--- src/rtl/bicubic_pkg.sv ---
// Shared types, widths and boundary-index helper for the bicubic tap fetcher.
// Build option: BICUBIC_FETCH_MIRROR_EN selects mirror instead of clamp at row edges.
package bicubic_pkg;
  localparam int Q08_W = 8;
  localparam int Q88_W = 16;
  localparam int TAP_W = 10;
  localparam logic [Q08_W-1:0] ONE_Q08 = 8'hFF;

  typedef enum logic [1:0] {ST_IDLE, ST_FETCH, ST_PRESENT, ST_DONE} state_e;

  // Map a signed tap index onto a valid pixel of a row of width sw (sw >= 1).
  function automatic logic [Q08_W-1:0] tap_idx(input logic signed [TAP_W-1:0] t,
                                               input logic [Q08_W-1:0] sw);
    logic signed [TAP_W-1:0] hi;
    logic signed [TAP_W-1:0] m;
    hi = $signed({2'b00, sw}) - 10'sd1;
`ifdef BICUBIC_FETCH_MIRROR_EN
    if (t < 0)       m = -t;
    else if (t > hi) m = (hi <<< 1) - t;
    else             m = t;
`else
    m = t;
`endif
    // final clamp also catches mirrored indices that still fall off tiny rows
    if (m < 0)       tap_idx = '0;
    else if (m > hi) tap_idx = 8'(hi);
    else             tap_idx = 8'(m);
  endfunction
endpackage

--- src/rtl/bicubic_frac_pow.sv ---
// Sequential fraction powers: x^2 then x^3, round-half-up, one shared 8x8 multiplier.
// start in cycle 0 registers x^2; cycle 1 registers x^3 and raises ready.
module bicubic_frac_pow
  import bicubic_pkg::*;
(
  input  logic             clk,
  input  logic             rst,
  input  logic             start,
  input  logic [Q08_W-1:0] x,
  output logic [Q08_W-1:0] x2,
  output logic [Q08_W-1:0] x3,
  output logic             ready
);
  logic             ph_q;
  logic             rdy_q;
  logic [Q08_W-1:0] x2_q;
  logic [Q08_W-1:0] x3_q;
  logic [Q08_W-1:0] a;
  logic [15:0]      mul;
  logic [Q08_W-1:0] res;

  assign a   = ph_q ? x2_q : x;
  assign mul = a * x;
  assign res = 8'((32'(mul) + 32'd128) >> 8);

  always_ff @(posedge clk or posedge rst) begin
    if (rst) begin
      ph_q  <= 1'b0;
      rdy_q <= 1'b0;
      x2_q  <= '0;
      x3_q  <= '0;
    end else if (start) begin
      x2_q  <= res;
      ph_q  <= 1'b1;
      rdy_q <= 1'b0;
    end else if (ph_q) begin
      x3_q  <= res;
      ph_q  <= 1'b0;
      rdy_q <= 1'b1;
    end
  end

  assign x2    = x2_q;
  assign x3    = x3_q;
  assign ready = rdy_q;
endmodule

--- src/rtl/bicubic_tap_fetch.sv ---
// Row walker feeding the bicubic core: 4 ROM taps plus fraction powers per output pixel.
// Edge handling is clamp by default, mirror when BICUBIC_FETCH_MIRROR_EN is defined.
module bicubic_tap_fetch
  import bicubic_pkg::*;
#(
  parameter int ADDR_W = 14,
  parameter int POS_W  = 16
) (
  input  logic              clk,
  input  logic              rst,
  input  logic              start,
  input  logic [7:0]        src_w,
  input  logic [7:0]        dst_w,
  input  logic [POS_W-1:0]  step,
  input  logic [ADDR_W-1:0] row_base,
  output logic [ADDR_W-1:0] rom_addr,
  input  logic [7:0]        rom_q,
  output logic [7:0]        p0,
  output logic [7:0]        p1,
  output logic [7:0]        p2,
  output logic [7:0]        p3,
  output logic [7:0]        x_vec0,
  output logic [7:0]        x_vec1,
  output logic [7:0]        x_vec2,
  output logic [7:0]        x_vec3,
  output logic              tap_valid,
  input  logic              tap_ready,
  output logic              busy,
  output logic              done
);
  state_e             state_q, state_d;
  logic [2:0]         k_q, k_d;
  logic [POS_W-1:0]   pos_q, pos_d;
  logic [7:0]         cnt_q, cnt_d;
  logic               latch, fp_start;

  logic [7:0]         sw_q, dw_q;
  logic [POS_W-1:0]   step_q;
  logic [ADDR_W-1:0]  base_q, addr_q, addr_c;
  logic [3:0][7:0]    p_q;
  logic [3:0][7:0]    xv_q;

  logic [7:0]         fp_x2, fp_x3;
  logic               fp_rdy;
  logic signed [TAP_W-1:0] t;

  bicubic_frac_pow u_pow (
    .clk   (clk),
    .rst   (rst),
    .start (fp_start),
    .x     (pos_q[7:0]),
    .x2    (fp_x2),
    .x3    (fp_x3),
    .ready (fp_rdy)
  );

  // tap k of the current pixel sits at integer part - 1 + k
  assign t      = $signed({2'b00, pos_q[POS_W-1 -: 8]}) + $signed({7'b0, k_q}) - 10'sd1;
  assign addr_c = base_q + ADDR_W'(tap_idx(t, sw_q));

  always_ff @(posedge clk or posedge rst) begin
    if (rst) begin
      state_q <= ST_IDLE;
      k_q     <= '0;
      pos_q   <= '0;
      cnt_q   <= '0;
    end else begin
      state_q <= state_d;
      k_q     <= k_d;
      pos_q   <= pos_d;
      cnt_q   <= cnt_d;
    end
  end

  always_comb begin
    state_d  = state_q;
    k_d      = k_q;
    pos_d    = pos_q;
    cnt_d    = cnt_q;
    latch    = 1'b0;
    fp_start = 1'b0;
    case (state_q)
      ST_IDLE: begin
        if (start) begin
          if (dst_w != 8'd0) begin
            latch   = 1'b1;
            pos_d   = '0;
            cnt_d   = '0;
            k_d     = '0;
            state_d = ST_FETCH;
          end else begin
            state_d = ST_DONE;
          end
        end
      end
      ST_FETCH: begin
        fp_start = (k_q == 3'd0);
        if (k_q == 3'd4) begin
          if (fp_rdy) state_d = ST_PRESENT;
        end else begin
          k_d = k_q + 3'd1;
        end
      end
      ST_PRESENT: begin
        if (tap_ready) begin
          cnt_d = cnt_q + 8'd1;
          pos_d = pos_q + step_q;
          k_d   = '0;
          state_d = (cnt_q == dw_q - 8'd1) ? ST_DONE : ST_FETCH;
        end
      end
      default: state_d = ST_IDLE;
    endcase
  end

  always_ff @(posedge clk or posedge rst) begin
    if (rst) begin
      sw_q   <= '0;
      dw_q   <= '0;
      step_q <= '0;
      base_q <= '0;
      addr_q <= '0;
      p_q    <= '0;
      xv_q   <= '0;
    end else begin
      if (latch) begin
        sw_q   <= src_w;
        dw_q   <= dst_w;
        step_q <= step;
        base_q <= row_base;
      end
      if (state_q == ST_FETCH) begin
        if (k_q != 3'd4) addr_q <= addr_c;
        // ROM data trails its address by one cycle
        if (k_q != 3'd0) p_q[k_q[1:0] - 2'd1] <= rom_q;
        if (k_q == 3'd4 && fp_rdy) begin
          xv_q[0] <= fp_x3;
          xv_q[1] <= fp_x2;
          xv_q[2] <= pos_q[7:0];
          xv_q[3] <= ONE_Q08;
        end
      end
    end
  end

  assign rom_addr  = (state_q == ST_FETCH && k_q != 3'd4) ? addr_c : addr_q;
  assign p0        = p_q[0];
  assign p1        = p_q[1];
  assign p2        = p_q[2];
  assign p3        = p_q[3];
  assign x_vec0    = xv_q[0];
  assign x_vec1    = xv_q[1];
  assign x_vec2    = xv_q[2];
  assign x_vec3    = xv_q[3];
  assign tap_valid = (state_q == ST_PRESENT);
  assign busy      = (state_q == ST_FETCH) || (state_q == ST_PRESENT);
  assign done      = (state_q == ST_DONE);
endmodule

--- config.mk ---
export PLATFORM = sky130hd
export DESIGN_NAME = bicubic_tap_fetch
export DESIGN_NICKNAME = d
export VERILOG_FILES = /design/src/rtl/bicubic_pkg.sv /design/src/rtl/bicubic_frac_pow.sv /design/src/rtl/bicubic_tap_fetch.sv
export SDC_FILE = /design/constraint.sdc
export NUM_CORES = 1
export LEC_CHECK = 0
export CAP_MARGIN = 10
export CORE_ASPECT_RATIO = 1.1
export CORE_MARGIN = 2
export CORE_UTILIZATION = 55
export CTS_BUF_LIST = sky130_fd_sc_hd__clkbuf_16
export DETAILED_ROUTE_END_ITERATION = 16
export PLACE_DENSITY_LB_ADDON = 0.25
export SLEW_MARGIN = 30
export SYNTH_ARGS = -nofsm -noshare
export SYNTH_HDL_FRONTEND = slang
export SYNTH_SLANG_ARGS = --single-unit
export TNS_END_PERCENT = 10
--- constraint.sdc ---
create_clock -name clk -period 9.9 [get_ports clk]
set_clock_uncertainty 0.2 [all_clocks]
set_input_delay 1.98 -clock clk [delete_from_list [all_inputs] [get_ports clk]]
set_output_delay 1.98 -clock clk [all_outputs]
set_load 0.005 [all_outputs]
# ---- After elaboration in Yosys (flattened, before gate mapping)
# Index checks and enable logic that the tools add are counted.
dict set report totals {
  latchBits 0
  out_inout_bits 81
  ram_bits 0
  wordCells 101
  inputBits 58
  reg_bits 164
  romBits 0
  n_memories 0
}
dict set report op_classes {
  magnitude_cmp 4
  n_mux 34
  add_sub_neg 10
  bitwise 1
  reduce_logical 18
  shift 0
  n_div 0
  eq_ne 12
  mul 1
}
# operator count
set ops {}
lappend ops {{$mux 8} 7}
lappend ops {{$mux 16} 3}
lappend ops {{$bwmux 32} 1}
lappend ops {{$pmux 16 s2} 1}
lappend ops {{$add 16x16->16} 1}
lappend ops {{$add 16x8->16 const B} 1}
lappend ops {{$demux 8 s2} 1}
lappend ops {{$mul 8x8->16} 1}
lappend ops {{$pmux 8 s2} 1}
lappend ops {{$add 14x8->14} 1}
lappend ops {{$mux 14} 1}
lappend ops {{$mux 2} 6}
lappend ops {{$mux 3} 4}
lappend ops {{$gt 10x9->1} 1}
lappend ops {{$lt 10x1->1 const B} 1}
lappend ops {{$sub 9x1->10 const B} 1}
lappend ops {{$add 8x3->9} 1}
lappend ops {{$pmux 3 s3} 1}
lappend ops {{$sub 8x1->9 const B} 1}
lappend ops {{$add 8x1->8 const B} 1}
lappend ops {{$eq 8x8->1} 1}
lappend ops {{$ne 2x2->1 const B} 4}
lappend ops {{$reduce_and 2->1} 4}
lappend ops {{$reduce_and 4->1} 2}
lappend ops {{21 further kinds} 33}

# ---- Logic depth before layout (Yosys ltp)
dict set report logic_depth {
  ltp_word 7
  depth_mapped 31
  mapped_depth_nobuf 30
}

# ---- Modules after synthesis
# From an unflattened synthesis, not the netlist that was laid out.
dict set report unflattened {
  hier_cells 1028
  hier_area_um2 10850.4
}
# module n_inst seq_area_each_um2 cells_per_inst area_each_um2
set modules_own_cells {}
lappend modules_own_cells {bicubic_tap_fetch 1 3653.5 725 7998.9}
lappend modules_own_cells {bicubic_frac_pow 1 450.4 303 2851.5}

# ---- Worst setup path after synthesis
# Ideal clock, no wire load.
dict set report synth_timing {
  kind {register to output}
  start {register k_q[1]}
  end {output port rom_addr[10]}
  required_time_ps 7720
  path_stages_with_launch 31
  t_arrival_ps 5678
  setup_slack_ps 2042
  n_path_buf 1
  path_cell_list {dfrtp_1 > inv_1 > ha_1 > inv_1 > ha_1 > inv_1 > fa_1 > nand2b_1 > a21oi_1 > a21o_1 > a21o_1 > a21bo_2 > inv_1 > clkbuf_1 > ha_1 > nand4_1 > inv_1 > nand4_1 > o31ai_2 > mux2i_2 > mux2_2 > ha_1 > inv_1 > fa_1 > nor2b_1 > o21ai_0 > a21boi_0 > o21ai_0 > a211oi_1 > xnor2_1 > o21ai_0}
}
dict set report synth_between {
  elab_chain_len 7
  word_cells_on_any_way 10
  cone_classes {3 x add/sub; 2 x order compare; 1 x eq/ne; 3 x mux; 1 x reduce/logical}
}
# item line_no
set synth_rtl {}
lappend synth_rtl {{start: declaration} bicubic_tap_fetch.sv:32} ;# logic [2:0] k_q, k_d;
lappend synth_rtl {{start signal: assignment} bicubic_tap_fetch.sv:69} ;# k_q <= k_d;
lappend synth_rtl {{$add 8x3->9} bicubic_tap_fetch.sv:58} ;# assign t = $signed({2'b00, pos_q[POS_W-1 -: 8]}) + $signed({7'b0, k_q}) - 10'sd1;
lappend synth_rtl {{$sub 9x1->10} bicubic_tap_fetch.sv:58}
lappend synth_rtl {{$gt 10x9->1} bicubic_pkg.sv:26} ;# else if (m > hi) tap_idx = 8'(hi);
lappend synth_rtl {{$mux 8} bicubic_pkg.sv:26}
lappend synth_rtl {{$mux 8} bicubic_pkg.sv:25} ;# if (m < 0) tap_idx = '0;
lappend synth_rtl {{$add 14x8->14} bicubic_tap_fetch.sv:59} ;# assign addr_c = base_q + ADDR_W'(tap_idx(t, sw_q));
lappend synth_rtl {{$mux 14 (*)} bicubic_tap_fetch.sv:146} ;# assign rom_addr = (state_q == ST_FETCH && k_q != 3'd4) ? addr_c : addr_q;
lappend synth_rtl {{end: declaration} bicubic_tap_fetch.sv:16} ;# output logic [ADDR_W-1:0] rom_addr,
# Mark *: on every way between the ends. The rest lies on a longest branch, timed or not.

# ---- Worst setup path after layout
dict set report layout_timing {
  start {register k_q[1]}
  end {output port rom_addr[13]}
}
# The elaborated chain is that of the path after synthesis.

==> results.sh <==
export IMPL_irDropWorstVdd_uv=341
export IMPL_tritoncts="built"
export IMPL_setup_violations=0
export IMPL_syn2layout_area_growth_pct=20.3
export IMPL_drcViolationCount=0
export IMPL_p_per_area_mw_per_mm2=382
export IMPL_worst_path_max_fanout=11
export IMPL_cp_top_family="compound AO/OA/AOI/OAI gates"
export IMPL_drtIter0Drc=449
export IMPL_slew_headroom_pct=37.3
export IMPL_min_to="addr_q[0]"
export IMPL_slowest_stage="clkdlybuf4s50_1"
export IMPL_synth_enable_flop_cells=0
export IMPL_p_leak_nw=5.98
export IMPL_ys_async_sr_fraction_pct=100
export IMPL_ios=139
export IMPL_ys_seq_area_share_pct=38.3
export IMPL_antenna_found_initial=0
export IMPL_crit_top_cell="inv_1"
export IMPL_drive_gt1_share_pct=13.5
export IMPL_layout_setup_ws_ns=0.609
export IMPL_worstSkewPairLatency_ns=0.43
export IMPL_hold_viol=0
export IMPL_clock_sinks=164
export IMPL_grt_use_total_pct=24.2
export IMPL_dp_hpwl_um=17300
export IMPL_nets=1353
export IMPL_syn_area_mm2=0.0107
export IMPL_cpPeakStageDelay_ns=0.57
export IMPL_max_cap_viol_count=0
export IMPL_synth_flop_cell="dfrtp_1"
export IMPL_synth_fp_nets=1231
export IMPL_overflow=0
export IMPL_postSynthAreaPerCell_um2=10.3
export IMPL_grt_max_degree=110
export IMPL_ctsRootBufferMaster="clkbuf_16"
export IMPL_fin_util_pct=67.5
export IMPL_yosysWarningCount=0
export IMPL_power_total_mw=4.92
export IMPL_drv_slew=0
export IMPL_min_from="addr_q[0]"
export IMPL_max_clock_freq_ghz=0.108
export IMPL_swShare_pct=43.3
export IMPL_rows=53
export IMPL_r2r_end="addr_q[9]"
export IMPL_hold_buffers=0
export IMPL_routed_via_density=5.53
export IMPL_synth_cells=1043
export IMPL_clk_pin_slew_ns=0.07
export IMPL_net_switching_power_mw=2.13
export IMPL_die_height_um=150
export IMPL_clockPowerShare_pct=13.7
export IMPL_worst_path_stages=28
export IMPL_antenna_cells=0
export IMPL_synth_top_area_share_pct=38.3
export IMPL_yosysMostFrequentCell="dfrtp_1"
export IMPL_synth_top_area_cell="dfrtp_1"
export IMPL_fp_dieArea_mm2=0.0206
export IMPL_vias=7884
export IMPL_cts_max_level=4
export IMPL_netlist_cell_type_count=57
export IMPL_synth_common_cells="164 x dfrtp_1, 118 x nand2_1, 102 x mux2_2"
export IMPL_worst_slew_pin_slew_ns=0.938
export IMPL_p_int_mw=2.79
export IMPL_cts_buffers=17
export IMPL_p_seq_share_pct=24.0
export IMPL_reg2regPathDepth=27
export IMPL_critPathArrivalTime_ns=7.11
export IMPL_grt_pass1_wl_um=39500
export IMPL_worstPathRequired_ns=7.72
export IMPL_synth_seq_cells=164
export IMPL_whs_path_depth=2
export IMPL_tns_ns=0
export IMPL_hold_class="reg -> reg"
export IMPL_status="finished, final reports clean"
export IMPL_post_place_ws_ns=0.990
export IMPL_rrSetupSlack_ns=3.46
export IMPL_core_area_mm2=0.0191
export IMPL_port_buffers=138
export IMPL_routed_wl_um=23100
export IMPL_multi_input_area_mm2=0.00609
export IMPL_cp_start_kind="flop"
export IMPL_drt_pass1_iter_count=5
export IMPL_initial_core_util_pct=56.1
export IMPL_rr_startpoint="k_q[1]"
export IMPL_place_gp_congestion=0.865
export IMPL_rsz0062_at_grt="false"
export IMPL_grt_pass1_vias=8079
export IMPL_ant_nets=0
export IMPL_ff_latch_area_mm2=0.00410
export IMPL_yosys_top_cells_area="dfrtp_1 38%, ha_1 11%, mux2_2 11%"
export IMPL_nFillCells=1531
export IMPL_wl_per_cell_um=16.2
export IMPL_period_minus_slack_ns=9.29
export IMPL_die_width_um=137
export IMPL_cp_end_kind="output port"
export IMPL_critPathKind="reg -> out"
export IMPL_hold_ws_ns=0.279
export IMPL_clockBufferDepth=2
export IMPL_critPathBufInv=6
export IMPL_pwr_share_comb_pct=62.4
export IMPL_post_route_period_util_pct=93.8
==> registers in the layout, indices dropped and copies added, names as in the netlist, 14 cells and up <==
name	flops
step_q	16
addr_q	14
base_q	14
pos_q	16
==> metrics by stage <==
stage	area, µm²	std cells
6_report	12900	1425
5_1_grt	12900	1425
4_1_cts	12900	1425
3_5_place_dp	12300	1393
3_3_place_gp	12300	1393
2_1_floorplan	10700	1043
==> worst register-to-register path, delay by kind of cell (launching register included) <==
| kind | cells | cell delay, ns |
|---|---|---|
| AO/OA/AOI/OAI | 11 | 2.36 |
| adder cells (fa/ha/maj) | 5 | 1.48 |
| buffers and inverters | 5 | 0.50 |
| flip-flops | 1 | 0.40 |
| multiplexers | 3 | 0.96 |
| AND/OR/NAND/NOR | 3 | 0.44 |
==> worst max path at each step <==
| stage | startpoint | to | slack, ns |
|---|---|---|---|
| 2_1_floorplan | k_q[1] | rom_addr[10] | 2.04 |
| 3_3_place_gp | k_q[1] | rom_addr[13] | 1.12 |
| 3_5_place_dp | k_q[1] | rom_addr[6] | 0.99 |
| 4_1_cts | k_q[1] | rom_addr[6] | 0.48 |
| 5_1_grt | k_q[1] | rom_addr[12] | 0.02 |
| 6_report | k_q[1] | rom_addr[13] | 0.61 |
==> cell usage in the layout, fill, tap and decap left out, types with 5 or more instances in the layout <==
| cell type | synthesis | routed |
|---|---|---|
| dfrtp_1 | 164 | 164 |
| clkdlybuf4s50_1 | 0 | 138 |
| nand2_1 | 118 | 117 |
| mux2_2 | 102 | 102 |
| inv_1 | 97 | 96 |
| ha_1 | 92 | 92 |
| o21ai_0 | 74 | 72 |
| fa_1 | 38 | 38 |
| nor2_1 | 36 | 35 |
| xnor2_1 | 31 | 31 |
| a21oi_1 | 31 | 31 |
| and2_1 | 21 | 21 |
| a21o_1 | 17 | 17 |
| clkbuf_16 | 0 | 17 |
| nor3_1 | 16 | 16 |
| xor2_1 | 16 | 16 |
| nor2b_1 | 13 | 13 |
| nand3_1 | 12 | 12 |
| mux2i_1 | 11 | 11 |
| o31ai_1 | 11 | 11 |
| nand2b_1 | 10 | 10 |
| a21boi_0 | 9 | 9 |
| or2_2 | 8 | 8 |
| a211oi_1 | 7 | 7 |
| clkinv_8 | 0 | 7 |
| o21bai_1 | 6 | 6 |
| or3_1 | 5 | 5 |
| and3_1 | 5 | 5 |
| nand4_1 | 5 | 5 |
==> power groups by stage <==
stage | logic [mW] | clock network (mW) | registers, mW
2_1_floorplan | 2.23 | 0 | 1.09
3_3_place_gp | 3.00 | 0 | 1.18
3_5_place_dp | 3.05 | 0 | 1.19
4_1_cts | 3.08 | 0.684 | 1.18
5_1_grt | 3.47 | 0.713 | 1.22
6_report | 3.07 | 0.673 | 1.18
==> kinds of logic after synthesis <==
kind of cell / after synthesis / share of synthesized area (%)
DFF: 164 / 38.3
muxes: 117 / 12.3
and+or+nand+nor: 265 / 11.8
AOI/OAI and AO/OA: 184 / 10.8
buffers and inverters: 135 / 4.98
adders and majority gates: 130 / 17.9
xor gates and xnor gates: 48 / 4.00
==> per-layer routing <==
layer | vias up | global-route usage [%] | part of all wire, %
li1 | 3805 | - | -
met1 | 3872 | 33.4 | 45
met2 | 180 | 39.2 | 48
met3 | 27 | 5.08 | 4.9
met4 | 0 | 6.08 | 1.6
met5 | - | 0 | 0
==> cell type report <==
type                            count  area share (%)
Clock buffer                       17            3.30
Clock inverter                     15            1.46
Inverter                           97            2.88
Multi-Input combinational cell    744            47.2
Sequential cell                   164            31.8
Tap cell                          247            2.40
Timing Repair Buffer              141            10.9
==> what timing repair did <==
item | CTS | global route
buffers inserted | 0 | 0
setup endpoints to repair | 0 | 6
gates resized for setup | 0 | 3
(Power assumes the default switching activity.)
